`src/rtl/inst_encoder_pkg.sv`:
```
// Shared definitions for the instruction encoder: opcodes, field layout, format encoding.
// Also holds the packing helper and the legal-opcode predicate used by INST_ENCODER_OPCODE_CHECK_EN.
package enc_pkg;

  localparam int WORD_W    = 32;
  localparam int OPCODE_W  = 6;
  localparam int REG_W     = 5;
  localparam int SHAMT_W   = 5;
  localparam int FUNC_W    = 6;
  localparam int IMM_W     = 16;

  localparam int OPCODE_LSB = 26;
  localparam int RS_LSB     = 21;
  localparam int RT_LSB     = 16;
  localparam int RD_LSB     = 11;
  localparam int SHAMT_LSB  = 6;
  localparam int FUNC_LSB   = 0;
  localparam int IMM_LSB    = 0;

  localparam logic [OPCODE_W-1:0] OP_RTYPE = 6'h00;
  localparam logic [OPCODE_W-1:0] OP_BEQ   = 6'h04;
  localparam logic [OPCODE_W-1:0] OP_BNE   = 6'h05;
  localparam logic [OPCODE_W-1:0] OP_ADDI  = 6'h08;
  localparam logic [OPCODE_W-1:0] OP_LW    = 6'h23;
  localparam logic [OPCODE_W-1:0] OP_SW    = 6'h2B;

  typedef enum logic {
    FMT_R = 1'b0,
    FMT_I = 1'b1
  } fmt_e;

  function automatic logic [WORD_W-1:0] pack_word(
    input fmt_e                fmt,
    input logic [OPCODE_W-1:0] opcode,
    input logic [REG_W-1:0]    rs,
    input logic [REG_W-1:0]    rt,
    input logic [REG_W-1:0]    rd,
    input logic [SHAMT_W-1:0]  shamt,
    input logic [FUNC_W-1:0]   func,
    input logic [IMM_W-1:0]    imm
  );
    logic [WORD_W-1:0] w;
    w = '0;
    w[OPCODE_LSB +: OPCODE_W] = opcode;
    w[RS_LSB     +: REG_W]    = rs;
    w[RT_LSB     +: REG_W]    = rt;
    if (fmt == FMT_I) begin
      w[IMM_LSB +: IMM_W] = imm;
    end else begin
      w[RD_LSB    +: REG_W]   = rd;
      w[SHAMT_LSB +: SHAMT_W] = shamt;
      w[FUNC_LSB  +: FUNC_W]  = func;
    end
    return w;
  endfunction

  function automatic logic opcode_legal(input logic [OPCODE_W-1:0] op);
    case (op)
      OP_RTYPE, OP_BEQ, OP_BNE, OP_ADDI, OP_LW, OP_SW: return 1'b1;
      default:                                         return 1'b0;
    endcase
  endfunction

endpackage

```
`src/rtl/inst_encoder_if.sv`:
```
// Field-tuple input handshake and instruction-memory write port of the encoder.
// slave: the encoder; master: whoever drives tuples and models the memory.
interface inst_encoder_if #(
  parameter int FIFO_DEPTH = 4
);
  localparam int CW = $clog2(FIFO_DEPTH) + 1;

  // valid/ready: a transfer happens on a rising edge where both are high;
  // the producer holds its payload stable while valid && !ready.
  logic          in_valid;
  logic          in_ready;
  logic          fmt;
  logic [5:0]    opcode;
  logic [4:0]    rs;
  logic [4:0]    rt;
  logic [4:0]    rd;
  logic [4:0]    shamt;
  logic [5:0]    func;
  logic [15:0]   imm;
  logic          addr_load;
  logic [31:0]   base_addr;
  logic          mem_wr_en;
  logic          mem_ready;
  logic [31:0]   mem_addr;
  logic [31:0]   mem_wr_data;
  logic [CW-1:0] count;
  logic          err;

  modport slave (
    input  in_valid, fmt, opcode, rs, rt, rd, shamt, func, imm,
    input  addr_load, base_addr, mem_ready,
    output in_ready, mem_wr_en, mem_addr, mem_wr_data, count, err
  );

  modport master (
    output in_valid, fmt, opcode, rs, rt, rd, shamt, func, imm,
    output addr_load, base_addr, mem_ready,
    input  in_ready, mem_wr_en, mem_addr, mem_wr_data, count, err
  );

endinterface

```
`src/rtl/inst_encoder_fifo.sv`:
```
// inst_fifo: power-of-two circular buffer of packed instruction words.
// rd_data_o always shows the head entry; storage is cleared on reset so the head reads 0.
module inst_fifo #(
  parameter  int DEPTH = 4,
  parameter  int WIDTH = 32,
  localparam int PW    = $clog2(DEPTH),
  localparam int CW    = PW + 1
) (
  input  logic             clk,
  input  logic             rst_n,
  input  logic             push_i,
  input  logic [WIDTH-1:0] wr_data_i,
  input  logic             pop_i,
  output logic [WIDTH-1:0] rd_data_o,
  output logic             full_o,
  output logic             empty_o,
  output logic [CW-1:0]    count_o
);

  logic [WIDTH-1:0] mem_q [DEPTH];
  logic [PW-1:0]    wr_ptr_q, wr_ptr_d;
  logic [PW-1:0]    rd_ptr_q, rd_ptr_d;
  logic [CW-1:0]    count_q, count_d;
  logic             push_ok, pop_ok;

  assign full_o    = (count_q == CW'(DEPTH));
  assign empty_o   = (count_q == '0);
  assign count_o   = count_q;
  assign rd_data_o = mem_q[rd_ptr_q];

  // Guarded so a misbehaving caller can never overrun or underrun the pointers.
  assign push_ok = push_i && !full_o;
  assign pop_ok  = pop_i && !empty_o;

  always_comb begin
    wr_ptr_d = wr_ptr_q;
    rd_ptr_d = rd_ptr_q;
    count_d  = count_q;
    if (push_ok) wr_ptr_d = wr_ptr_q + PW'(1);
    if (pop_ok)  rd_ptr_d = rd_ptr_q + PW'(1);
    if (push_ok && !pop_ok)      count_d = count_q + CW'(1);
    else if (pop_ok && !push_ok) count_d = count_q - CW'(1);
  end

  always_ff @(posedge clk) begin
    if (!rst_n) begin
      wr_ptr_q <= '0;
      rd_ptr_q <= '0;
      count_q  <= '0;
      for (int i = 0; i < DEPTH; i++) mem_q[i] <= '0;
    end else begin
      wr_ptr_q <= wr_ptr_d;
      rd_ptr_q <= rd_ptr_d;
      count_q  <= count_d;
      if (push_ok) mem_q[wr_ptr_q] <= wr_data_i;
    end
  end

endmodule

```
`src/rtl/inst_encoder.sv`:
```
// Packs R/I-type field tuples into 32-bit words, buffers them and streams them to instruction memory.
// Optional INST_ENCODER_OPCODE_CHECK_EN drops illegal opcodes and raises a sticky err.
module inst_encoder
  import enc_pkg::*;
#(
  parameter int FIFO_DEPTH = 4,
  parameter int ADDR_STEP  = 4
) (
  input logic           clk,
  input logic           rst_n,
  inst_encoder_if.slave bus
);

  localparam int CW = $clog2(FIFO_DEPTH) + 1;

  logic [WORD_W-1:0] packed_word;
  logic [WORD_W-1:0] head_word;
  logic [31:0]       addr_q, addr_d;
  logic              fifo_full, fifo_empty;
  logic [CW-1:0]     fifo_count;
  logic              in_ready, mem_wr_en;
  logic              accept, enq, out_xfer;

  assign in_ready  = !fifo_full;
  assign mem_wr_en = !fifo_empty;
  assign accept    = bus.in_valid && in_ready;
  assign out_xfer  = mem_wr_en && bus.mem_ready;

  assign packed_word = pack_word(fmt_e'(bus.fmt), bus.opcode, bus.rs, bus.rt,
                                 bus.rd, bus.shamt, bus.func, bus.imm);

`ifdef INST_ENCODER_OPCODE_CHECK_EN
  logic err_q, err_d;

  // Illegal opcodes still complete the handshake; they are just never stored.
  assign enq = accept && opcode_legal(bus.opcode);

  always_comb begin
    err_d = err_q;
    if (accept && !opcode_legal(bus.opcode)) err_d = 1'b1;
  end

  always_ff @(posedge clk) begin
    if (!rst_n) err_q <= 1'b0;
    else        err_q <= err_d;
  end

  assign bus.err = err_q;
`else
  assign enq     = accept;
  assign bus.err = 1'b0;
`endif

  // A load beats the post-transfer increment; the word leaving this cycle keeps the old address.
  always_comb begin
    addr_d = addr_q;
    if (bus.addr_load)  addr_d = bus.base_addr;
    else if (out_xfer)  addr_d = addr_q + 32'(ADDR_STEP);
  end

  always_ff @(posedge clk) begin
    if (!rst_n) addr_q <= '0;
    else        addr_q <= addr_d;
  end

  inst_fifo #(
    .DEPTH (FIFO_DEPTH),
    .WIDTH (WORD_W)
  ) u_fifo (
    .clk       (clk),
    .rst_n     (rst_n),
    .push_i    (enq),
    .wr_data_i (packed_word),
    .pop_i     (out_xfer),
    .rd_data_o (head_word),
    .full_o    (fifo_full),
    .empty_o   (fifo_empty),
    .count_o   (fifo_count)
  );

  assign bus.in_ready    = in_ready;
  assign bus.mem_wr_en   = mem_wr_en;
  assign bus.mem_addr    = addr_q;
  assign bus.mem_wr_data = head_word;
  assign bus.count       = fifo_count;

endmodule

```
`src/flat_wrapper.sv`:
```
// flat-port wrapper written by rule: the top's interface ports become plain ports
module inst_encoder_flat import enc_pkg::*;
#(
  parameter int FIFO_DEPTH = 4,
  parameter int ADDR_STEP  = 4
)
  (clk, rst_n, bus_in_valid, bus_fmt, bus_opcode, bus_rs, bus_rt, bus_rd, bus_shamt, bus_func, bus_imm, bus_addr_load, bus_base_addr, bus_mem_ready, bus_in_ready, bus_mem_wr_en, bus_mem_addr, bus_mem_wr_data, bus_count, bus_err);
  inst_encoder_if #(.FIFO_DEPTH(FIFO_DEPTH)) bus_i ();
  input logic clk;
  input logic rst_n;
  input wire logic [$bits(bus_i.in_valid)-1:0] bus_in_valid;
  input wire logic [$bits(bus_i.fmt)-1:0] bus_fmt;
  input wire logic [$bits(bus_i.opcode)-1:0] bus_opcode;
  input wire logic [$bits(bus_i.rs)-1:0] bus_rs;
  input wire logic [$bits(bus_i.rt)-1:0] bus_rt;
  input wire logic [$bits(bus_i.rd)-1:0] bus_rd;
  input wire logic [$bits(bus_i.shamt)-1:0] bus_shamt;
  input wire logic [$bits(bus_i.func)-1:0] bus_func;
  input wire logic [$bits(bus_i.imm)-1:0] bus_imm;
  input wire logic [$bits(bus_i.addr_load)-1:0] bus_addr_load;
  input wire logic [$bits(bus_i.base_addr)-1:0] bus_base_addr;
  input wire logic [$bits(bus_i.mem_ready)-1:0] bus_mem_ready;
  output wire logic [$bits(bus_i.in_ready)-1:0] bus_in_ready;
  output wire logic [$bits(bus_i.mem_wr_en)-1:0] bus_mem_wr_en;
  output wire logic [$bits(bus_i.mem_addr)-1:0] bus_mem_addr;
  output wire logic [$bits(bus_i.mem_wr_data)-1:0] bus_mem_wr_data;
  output wire logic [$bits(bus_i.count)-1:0] bus_count;
  output wire logic [$bits(bus_i.err)-1:0] bus_err;
  assign bus_i.in_valid = bus_in_valid;
  assign bus_i.fmt = bus_fmt;
  assign bus_i.opcode = bus_opcode;
  assign bus_i.rs = bus_rs;
  assign bus_i.rt = bus_rt;
  assign bus_i.rd = bus_rd;
  assign bus_i.shamt = bus_shamt;
  assign bus_i.func = bus_func;
  assign bus_i.imm = bus_imm;
  assign bus_i.addr_load = bus_addr_load;
  assign bus_i.base_addr = bus_base_addr;
  assign bus_i.mem_ready = bus_mem_ready;
  assign bus_in_ready = bus_i.in_ready;
  assign bus_mem_wr_en = bus_i.mem_wr_en;
  assign bus_mem_addr = bus_i.mem_addr;
  assign bus_mem_wr_data = bus_i.mem_wr_data;
  assign bus_count = bus_i.count;
  assign bus_err = bus_i.err;
  inst_encoder #(.FIFO_DEPTH(FIFO_DEPTH), .ADDR_STEP(ADDR_STEP)) u_core (.clk(clk), .rst_n(rst_n), .bus(bus_i));
endmodule
```
`config.mk`:
```
export PLATFORM = sky130hd
export DESIGN_NAME = inst_encoder_flat
export DESIGN_NICKNAME = d
export VERILOG_FILES = /design/src/rtl/inst_encoder_pkg.sv /design/src/rtl/inst_encoder_if.sv /design/src/rtl/inst_encoder_fifo.sv /design/src/rtl/inst_encoder.sv /design/src/flat_wrapper.sv
export SDC_FILE = /design/constraint.sdc
export NUM_CORES = 1
export LEC_CHECK = 0
export CORE_MARGIN = 3
export CORE_UTILIZATION = 48
export CTS_BUF_LIST = sky130_fd_sc_hd__clkbuf_4
export CTS_CLUSTER_DIAMETER = 80
export DETAILED_ROUTE_END_ITERATION = 10
export PLACE_DENSITY = 0.83
export SYNTH_ARGS = -nofsm -noshare
export SYNTH_HDL_FRONTEND = slang
export SYNTH_SLANG_ARGS = --single-unit
```
`constraint.sdc`:
```
create_clock -name clk -period 3.41 [get_ports clk]
set_clock_uncertainty 0.15 [all_clocks]
set_input_delay 0.682 -clock clk [delete_from_list [all_inputs] [get_ports clk]]
set_output_delay 0.682 -clock clk [all_outputs]
set_load 0.05 [all_outputs]
```
# == Yosys cells after proc, flatten, opt, wreduce, memory -nomap -nowiden ==
# Memory sizes are Yosys's and may differ from the RTL's. A register that Yosys moved wholly into a read port is not among the register bits.
# Cells that the tools add are included.
# totals
ff_bits,39
mem_bits_rw,128
in_bits,86
output_inout_bits,70
elab_cells,39
n_memories,1
# memory_table
name,words,width,read_ports,rd_ports_with_merged_regs,wr,line_no,rtl
u_core.u_fifo.mem_q,4,32,1,1,4,inst_encoder_fifo.sv:20,logic [WIDTH-1:0] mem_q [DEPTH];
# classes
add_sub_neg,5
eq_ne,1
muxes,14
reduce_logical,14
# op_table
cell,count
$mux W32,3
$add A32 B3 Y32 const B,1
$reduce_or A32 Y1,1
$mux W16,1
$logic_and A1 B1 Y1,6
$mux W2,3
$mux W3,2
$mux W1,5
$add A2 B1 Y2 const B,2
$logic_not A1 Y1,4
$reduce_bool A2 Y1,2
$add A3 B1 Y3 const B,1
$eq A3 B3 Y1 const B,1
$logic_not A3 Y1,1
$sub A3 B1 Y3 const B,1

# == Logic depth before layout (Yosys ltp) ==
# depth
depth_word,9
mapped_depth,10
mapped_depth_nobuf,9

# == Cells and area by module ==
# A second synthesis with hierarchy kept.
# hier_totals
cells_unflattened,582
hier_area_um2,7973.9
# by_module_without_submodules
mod,n_inst,cells_each,area_per_inst_um2,seq_area_each_um2
inst_fifo,1,357,6027.0,4023.9
inst_encoder,1,225,1946.9,640.6

# == Least setup slack after synthesis ==
# Ideal clock, no wire load.
# synth_timing
path_kind,reg2reg
startpoint,"register u_core.u_fifo.count_q[0], in the netlist u_core.u_fifo.count_o[0]"
endpoint,memory u_core.u_fifo.mem_q[1][0] (enable)
setup_time_ps,466
arrival_ps,4036
required_time_ps,2794
path_slack_ps,-1242
path_stages_with_launch,5
path_buffers,1
synth_period_minus_slack_ps,4652
path_cell_list,dfxtp_1 -> or3b_2 -> clkbuf_1 -> nand2_1 -> o21ai_0
# synth_rtl
item,line_no,rtl
from (decl),inst_encoder_fifo.sv:23,"logic [CW-1:0] count_q, count_d;"
from (signal assigned),inst_encoder_fifo.sv:54,count_q <= count_d;
to (decl),inst_encoder_fifo.sv:20,

# == Worst setup path after layout ==
# layout_timing
startpoint,"register u_core.u_fifo.count_q[2], in the netlist u_core.u_fifo.count_o[2]"
endpoint,output port bus_in_ready
# layout_via
elab_chain_len,2
# layout_lines
item,line_no,rtl
$eq A3 B3 Y1,inst_encoder_fifo.sv:26,assign full_o = (count_q == CW'(DEPTH));
$logic_not A1 Y1,inst_encoder.sv:24,assign in_ready = !fifo_full;
to (decl),flat_wrapper.sv:23,output wire logic [$bits(bus_i.in_ready)-1:0] bus_in_ready;
# Every way passes these cells.

==> results <==
==> metal layers <==
metal	share of wire	track usage	wire (microns)	vias up
li1	-	-	-	2614
met1	0.40	0.2635	7303	2767
met2	0.51	0.3636	9322	265
met3	0.075	0.05064	1363	24
met4	0.012	0.06800	223	0
met5	0	0	0	-
==> power breakdown <==
part / switching [mW] / leakage [nW] / internal, mW
registers: 0.131 / 1.67 / 2.48
logic: 1.52 / 1.94 / 1.22
clock network: 0.675 / 0.107 / 0.282
total: 2.32 / 3.72 / 3.97
==> kinds of logic (layout without fill, tap and decap cells) <==
group,Yosys count,in the layout,share of synthesized area
flip-flops,169,169,0.5937
other,1,1,0.0004773
AND/OR/NAND/NOR,251,251,0.1827
AO/OA/AOI/OAI,68,68,0.05590
adder cells (fa/ha/maj),3,3,0.005733
XOR/XNOR,15,15,0.01672
buffers and inverters,56,208,0.02883
multiplexers,51,51,0.1159
==> final timing paths <==
path	endpoint	slack [ns]	cells after the start
max	bus_in_ready	0.28	2
min reg2reg	u_core.bus.mem_addr[1]$_SDFFE_PN0P_	0.39	2
max reg2reg	u_core.u_fifo.count_o[2]$_SDFFE_PN0P_	0.87	9
min	u_core.bus.mem_addr[8]$_SDFFE_PN0P_	0.39	3
==> layout make-up <==
type,instances,area (sq um)
flip-flops and latches,169,4666
clock buffers,18,135.1
repair buffers,169,1994
inverters,8,30.03
multi-input cells,389,3007
clock inverters,13,82.58
well taps,216,270.3
fillers,1155,5758
==> tightest hold or removal path: stages <==
cell     delay, ns
buf_2         0.23
o21ai_0       0.12
a21oi_1       0.04
==> cells in the mapped netlist, drive strengths merged, types with 3 or more instances <==
cell type	count	area share
nor4	6	0.0075
or2	4	0.0032
nand2b	4	0.0032
and4	6	0.0067
mux2i	19	0.024
buf	18	0.011
o21ai	30	0.019
a211oi	3	0.0029
nor3b	3	0.0029
dfxtp	41	0.10
inv	7	0.0033
nor2	38	0.018
nand3	14	0.0089
xnor2	13	0.014
nor4b	3	0.0033
a31oi	5	0.0040
clkbuf	30	0.014
a21oi	10	0.0064
nand4	11	0.011
and3	39	0.031
o211a	4	0.0051
edfxtp	128	0.49
nand2	15	0.0072
mux4	32	0.092
or3	11	0.0089
nor3	43	0.027
nor2b	9	0.0072
a311oi	4	0.0045
and2	42	0.033
==> metrics by stage <==
step	cells	power, mW
2_1_floorplan	614	4.227
3_3_place_gp	951	5.358
3_5_place_dp	951	5.412
4_1_cts	982	6.353
5_1_grt	982	6.562
6_report	982	6.297
==> sequential cells by signal, indices dropped and copies added (netlist names), named ones only <==
signal,count
u_core.bus.mem_addr,32
u_core.u_fifo.count_o,3
u_core.u_fifo.rd_ptr_q,2
u_core.u_fifo.mem_q,128
u_core.u_fifo.wr_ptr_q,2
==> reports/results.ini <==
[synthesis]
syn_area_per_cell_sq_um=12.80
synth_edf_count=128
ys_seq_elements=169
ys_types=55
syn_nets=703
synth_async_sr_flop_share=0
synth-seq-area-share=0.5937
synth_cells=614
synth_ff_type=edfxtp_1
yosys_warnings=0
syn_area_sq_mm=0.007856

[detailed_routing]
totalWireLength_mm=18.21
vias=5670
wl_per_cell_microns=18.55
drt_iter0_markers=331
drc=0
firstDrtPassIters=5
ant_nets=0
detail_route.vias_per_cell=5.774

[pwr]
power_density_mw_per_mm2=618.3
cellLeakagePower_nw=3.719
peakVddDrop_mv=0.3217

[setup_path]
crit_path_start=u_core.u_fifo.count_o[2]$_SDFFE_PN0P_
timing.rr.start=u_core.u_fifo.count_o[2]$_SDFFE_PN0P_
cp_data_required_time_ns=2.58
crit_buf_inv=1
crit_path_end_kind=output port
critPathLaunchType=register
cp_slowest_cell=clkdlybuf4s50_1
cp_data_arrival_time_ns=2.29
criticalPathCategory=reg -> out
cp_max_fo=6
cp_cell_sequence=or3b_2 -> clkdlybuf4s50_1
critPathTopFamily=buffers and inverters
max_stage_delay_ns=0.74

[cells_and_area]
stdcell_area_sq_mm=0.01018
area_delta_synth_final_pct=29.64
nNetsFinal=843
final_layout_size_suffix_gt1_frac=0.1632
final_cell_mix=edfxtp_1 (128), clkdlybuf4s50_1 (121), nor3_1 (43)
num_antenna_cells=0
final_common_cell=edfxtp_1
final_util=0.6388

[timing]
fin_crit_sh=0.9167
fin_tns_setup_ns=0
relSlewSlack=0.1992
whs_ns=0.3852
finalMaxSlewViolations=0
layout_setup_ws_ns=0.2839
hold_viol=0
tightestPinTransition_ns=1.199
setup_violations=0
fmax_mhz=319.9
rsz0062_at_grt=false
fin_crit_ns=3.126

[clock_tree]
clk_pin_slew_ns=0.13
cts-buffers-inserted=17
clock_path_buffers=2
postCtsHoldBufs=0
cts_setup_buffers=0
cts_htree_levels=4
cts.sinks=169
tritoncts=yes
postCtsResizedCells=0
clockRootBuffer=clkbuf_4
clk_latency_ns=0.58

[grt]
grt_antenna_before_repair=0
grt_pass1_vias=5906
grt_max_degree=50
grt-ovfl-total=0
grt_pass1_wl_mm=29.73
grt_usage=0.2107

[hold_path]
worstHoldStart=rst_n
hold_path.class=in -> reg

[place]
place_ws_ns=0.2953
gp_congestion=0.8736
io_buffers=154
place_hpwl_mm=12.28
placed_cell_area_sq_mm=0.009967

[floorplanning]
core_area_sq_mm=0.01594
start_util=0.4928
num_rows=46
die_y_microns=133.9
die_area_sq_mm=0.01794
dieWidth_microns=133.9
ios=156

[flow_run]
drv_cap=0

[outcome]
status=complete, no violations

(Power assumes the default switching activity.)
